--- src/rtl/jogo_sequencia_param.sv ---
// jogo_sequencia_param: parametrised sequence-memory game core with growing rounds,
// one-hot expected plays generated arithmetically and a per-play timeout.
`default_nettype none

module jogo_sequencia_param #(
    parameter int N_CHAVES       = 4,
    parameter int PROF           = 16,
    parameter int PASSO          = 1,
    parameter int TIMEOUT_CICLOS = 5000,
    localparam int W             = $clog2(PROF)
) (
    input  logic                clock,
    input  logic                reset,
    input  logic                iniciar,
    input  logic [N_CHAVES-1:0] chaves,
    output logic                pronto,
    output logic                acertou,
    output logic                errou,
    output logic                timeout,
    output logic [N_CHAVES-1:0] leds,
    output logic                db_igual,
    output logic [3:0]          db_estado,
    output logic [W-1:0]        db_contagem,
    output logic [W-1:0]        db_rodada
);

    localparam int TW = $clog2(TIMEOUT_CICLOS);

    typedef enum logic [3:0] {
        ST_INICIAL        = 4'h0,
        ST_PREPARACAO     = 4'h1,
        ST_ESPERA         = 4'h2,
        ST_REGISTRA       = 4'h3,
        ST_COMPARA        = 4'h4,
        ST_PROXIMA        = 4'h5,
        ST_PROXIMA_RODADA = 4'h6,
        ST_FIM_ACERTO     = 4'hA,
        ST_FIM_TIMEOUT    = 4'hD,
        ST_FIM_ERRO       = 4'hE
    } estado_t;

    estado_t             estado;
    logic [W-1:0]        endereco;
    logic [W-1:0]        rodada;
    logic [TW-1:0]       contador;
    logic [N_CHAVES-1:0] registrador;
    logic [N_CHAVES-1:0] chaves_d;
    logic [N_CHAVES-1:0] esperado;
    logic [31:0]         indice;
    logic                jogada;
    logic                igual;

    assign indice   = (32'(endereco) * 32'(PASSO)) % 32'(N_CHAVES);
    assign esperado = N_CHAVES'(1) << indice;
    assign igual    = (registrador == esperado);

    // Rising edge of "any switch up": a held switch counts only once.
    assign jogada = (|chaves) & ~(|chaves_d);

    always_ff @(posedge clock or negedge reset) begin
        if (!reset) begin
            estado      <= ST_INICIAL;
            endereco    <= '0;
            rodada      <= '0;
            contador    <= '0;
            registrador <= '0;
            chaves_d    <= '0;
        end else begin
            chaves_d <= chaves;
            case (estado)
                ST_INICIAL: begin
                    if (iniciar) estado <= ST_PREPARACAO;
                end
                ST_PREPARACAO: begin
                    endereco    <= '0;
                    rodada      <= '0;
                    contador    <= '0;
                    registrador <= '0;
                    estado      <= ST_ESPERA;
                end
                ST_ESPERA: begin
                    // A play on the last allowed cycle takes priority over the timeout.
                    if (jogada) begin
                        registrador <= chaves;
                        estado      <= ST_REGISTRA;
                    end else if (contador == TW'(TIMEOUT_CICLOS - 1)) begin
                        estado <= ST_FIM_TIMEOUT;
                    end else begin
                        contador <= contador + TW'(1);
                    end
                end
                ST_REGISTRA: begin
                    contador <= '0;
                    estado   <= ST_COMPARA;
                end
                ST_COMPARA: begin
                    if (!igual)                          estado <= ST_FIM_ERRO;
                    else if (endereco != rodada)         estado <= ST_PROXIMA;
                    else if (rodada == W'(PROF - 1))     estado <= ST_FIM_ACERTO;
                    else                                 estado <= ST_PROXIMA_RODADA;
                end
                ST_PROXIMA: begin
                    endereco <= endereco + W'(1);
                    estado   <= ST_ESPERA;
                end
                ST_PROXIMA_RODADA: begin
                    rodada   <= rodada + W'(1);
                    endereco <= '0;
                    estado   <= ST_ESPERA;
                end
                ST_FIM_ACERTO, ST_FIM_ERRO, ST_FIM_TIMEOUT: begin
                    if (iniciar) estado <= ST_PREPARACAO;
                end
                default: estado <= ST_INICIAL;
            endcase
        end
    end

    assign pronto      = (estado == ST_FIM_ACERTO) || (estado == ST_FIM_ERRO) ||
                         (estado == ST_FIM_TIMEOUT);
    assign acertou     = (estado == ST_FIM_ACERTO);
    assign errou       = (estado == ST_FIM_ERRO) || (estado == ST_FIM_TIMEOUT);
    assign timeout     = (estado == ST_FIM_TIMEOUT);
    assign leds        = registrador;
    assign db_igual    = igual;
    assign db_estado   = estado;
    assign db_contagem = endereco;
    assign db_rodada   = rodada;

endmodule

`default_nettype wire
--- config.mk ---
export PLATFORM = sky130hd
export DESIGN_NAME = jogo_sequencia_param
export DESIGN_NICKNAME = d
export VERILOG_FILES = /design/src/rtl/jogo_sequencia_param.sv
export SDC_FILE = /design/constraint.sdc
export NUM_CORES = 1
export LEC_CHECK = 0
export ABC_AREA = 1
export BUFFER_PORTS_ARGS = -buffer_cell sky130_fd_sc_hd__buf_2
export CAP_MARGIN = 25
export CORE_ASPECT_RATIO = 1.75
export CORE_MARGIN = 5
export CORE_UTILIZATION = 60
export DETAILED_ROUTE_END_ITERATION = 6
export GPL_TIMING_DRIVEN = 1
export PLACE_DENSITY = 0.81
export SETUP_SLACK_MARGIN = 0.3
export SLEW_MARGIN = 40
export SYNTH_ARGS = -nofsm -noshare
export SYNTH_HDL_FRONTEND = slang
export SYNTH_SLANG_ARGS = --single-unit
--- constraint.sdc ---
create_clock -name clock -period 2.54 [get_ports clock]
set_input_delay 0.127 -clock clock [delete_from_list [all_inputs] [get_ports clock]]
set_output_delay 0.127 -clock clock [all_outputs]
set_load 0.005 [all_outputs]
==> flow_summary.ini <==
[job]
cap_viol_max_count = 0

[synthesis]
synth_flop_cell = dfrtp_1
synth_nets = 299
yosys.area_share.adder = 0.0371
synthXorXnorAreaFrac = 0.0173
ys_types = 26
ys_warn_count = 0
synth_compound_area_frac = 0.0674
netlist_area_sq_um = 2020
seq_area_frac_synth = 0.408
avgSynthCellArea_sq_um = 7.07
synth_top_family_by_area = simple AND/OR/NAND/NOR gates
synth.ff_latch_count = 33
netlist_instances = 286
synthMuxAreaShare = 0
synth_edf_count = 0
synth-simple-area-share = 0.387
async_flop_share = 1.00

[timing]
slew_viol_final = 0
min_period_over_period = 0.778
setup_viol = 0
slew_headroom = 0.684
timing.fmax_mhz = 506
grt_setup_unrepaired = false
finalCriticalPeriod_ns = 1.98
worstMarginPinSlew_ns = 0.474
finalClockSkew_ns = 0.00760
tns_ns = 0
finalHoldViolCount = 0

[cells_and_area]
antenna_cells = 0
drive_gt1_frac = 0.133
layout.nets = 335
syn_to_final_growth_pct = 15.8
final_util = 0.704
fill_cells = 299

[worst_hold_path]
holdPathStages = 6
worstHoldPathType = input port to register
hold_end = db_estado[2]
hp-start = iniciar

[floorplan]
start_util = 0.608
die_area_sq_um = 4680
die_h_um = 86.8
rows = 28
core_area_sq_um = 3330
io_pins = 28
die_x_um = 53.9

[clock_network]
clock_latency_ns = 0.29
cts_tree = done
clock-sinks = 33
htreeDepth = 2
post_cts_buffers = 0
cts_resized = 0
clkTransAtPathRegs_ns = 0.07
clk_path_buf_depth = 2
cts-root-buf = clkbuf_8
numCtsBuffers = 5

[setup_path]
critPathMostFrequentCell = nand2_1
critPathSlowestCell = dfrtp_1
path_max_fanout = 16
rrSetupSlack_ns = 0.56
crit_required_ns = 2.76
worstRegToRegCells = 7
r2r_end = contador[10]
cp.arrival_ns = 2.20
start_kind = register
endpoint_kind = register
path_cells = ha_1, nand3_1, nor3_2, nor2_4, nor2_2, nand2_1, nand2_1
max_stage_delay_ns = 0.46
crit_type = register to register
r2r_start = contador[0]

[global_route]
grt_pass1_vias = 1893
grt_pass1_wl_um = 7950
grt_usage = 0.236
antenna_found_initial = 0
grt_max_degree = 34
grt-ovfl-total = 0

[placement]
gp_congestion = 0.968
hpwlAfterDp_um = 3520
portBuffers = 27

[drt]
drt_iter0_drc = 61
finalWirelength_um = 4670
drtPass1Iterations = 4
ant_nets = 0
routed-via-count = 1932
wl_per_cell_um = 12.7
via_per_inst = 5.25
drc_errors = 0

[power_and_ir_drop]
ir_worst_vdd_mv = 0.575
power_density_nw_per_um2 = 891
leakage_nw = 1.25

[outcome]
status = completed
through the flow:
stage	cells	hold WS [ns]	total power [mW]	setup WS, ns	cell area (sq um)
detailed placement	355	0.234	1.67	0.569	2190
CTS	368	0.277	2.11	0.562	2340
global placement	355	0.224	1.65	0.663	2190
global route	368	0.330	2.29	0.362	2340
floorplan	286	-0.169	1.41	0.966	2020
finish	368	0.281	2.09	0.563	2340
registers in the layout, summed over array words and instances, names as in the netlist:
name / flops
leds: 4
db_rodada: 4
contador: 13
db_contagem: 4
chaves_d: 4
db_estado: 4
cells by family (layout without fill, tap and decap cells):
| kind of cell | after synthesis | count (layout) |
|---|---|---|
| compound gates | 24 | 24 |
| xor+xnor | 4 | 4 |
| fa+ha+maj | 6 | 6 |
| buf+inv | 41 | 78 |
| flops | 33 | 33 |
| simple gates | 178 | 178 |
cell usage in the layout (no fill, tap or decap), types with 2 or more instances in the layout:
cell	instances
nand2_1	103
ha_1	6
o22ai_1	2
nand3_1	23
a21oi_1	2
nor2_1	26
o21ai_0	8
buf_2	26
o21ai_1	6
inv_1	36
nand4_1	16
inv_2	2
nor3_1	3
dfrtp_1	33
dlygate4sd3_1	5
o21bai_1	4
clkbuf_8	7
nor2_4	2
xor2_1	3
final cells by class:
cell class	count	area, sq um	share of cell area
tap	45	56.3	0.0240
clock buffer	7	96.3	0.0411
inverter	38	143	0.0609
multi-input combinational	212	1030	0.439
sequential	33	826	0.353
timing repair buffer	32	188	0.0801
clock inverter	1	5.00	0.00214
where the power goes:
| part | internal (mW) | switching, mW | leakage (nW) |
|---|---|---|---|
| Combinational | 0.313 | 0.583 | 0.757 |
| Sequential | 0.626 | 0.134 | 0.442 |
| Clock | 0.245 | 0.188 | 0.0542 |
metal layers:
metal  wire (um)  part of all wire  GRT usage
met1        1660              0.36      0.229
met2        2700              0.58      0.426
met3         192             0.041     0.0499
met4         121             0.026      0.142
met5           0                 0          0
worst max-delay path by stage:
| stage | from | endpoint | slack, ns | cells after the start |
|---|---|---|---|---|
| 2_1_floorplan | db_estado[2] | contador[7] | 0.97 | 9 |
| 3_3_place_gp | contador[0] | contador[12] | 0.66 | 7 |
| 3_5_place_dp | contador[0] | contador[10] | 0.57 | 7 |
| 4_1_cts | contador[0] | contador[10] | 0.56 | 7 |
| 5_1_grt | contador[0] | contador[8] | 0.36 | 7 |
| 6_report | contador[0] | contador[10] | 0.56 | 7 |
synth_stat cells, types with 2 or more instances:
cell | instances | area (sq um)
nor2_4 | 2 | 22.5
nand2_1 | 103 | 387
nand4_1 | 16 | 100
nand3_1 | 23 | 115
o21bai_1 | 4 | 30.0
nor2_1 | 26 | 97.6
ha_1 | 6 | 75.1
inv_1 | 36 | 135
buf_6 | 2 | 22.5
dfrtp_1 | 33 | 826
inv_2 | 2 | 7.51
o21ai_1 | 6 | 30.0
nor3_1 | 3 | 15.0
o22ai_1 | 2 | 12.5
o21ai_0 | 8 | 40.0
xor2_1 | 3 | 26.3
a21oi_1 | 2 | 10.0
what timing repair did:
action,in CTS,in global routing
hold buffers,5,0
endpoints found under the hold margin,37,0
setup endpoints to repair,0,0
critical path: cells and delay by family (launching register included):
kind / cells / cell delay (ns)
simple gates: 6 / 1.13
flops: 1 / 0.46
fa+ha+maj: 1 / 0.32
(Power assumes the default switching activity.)
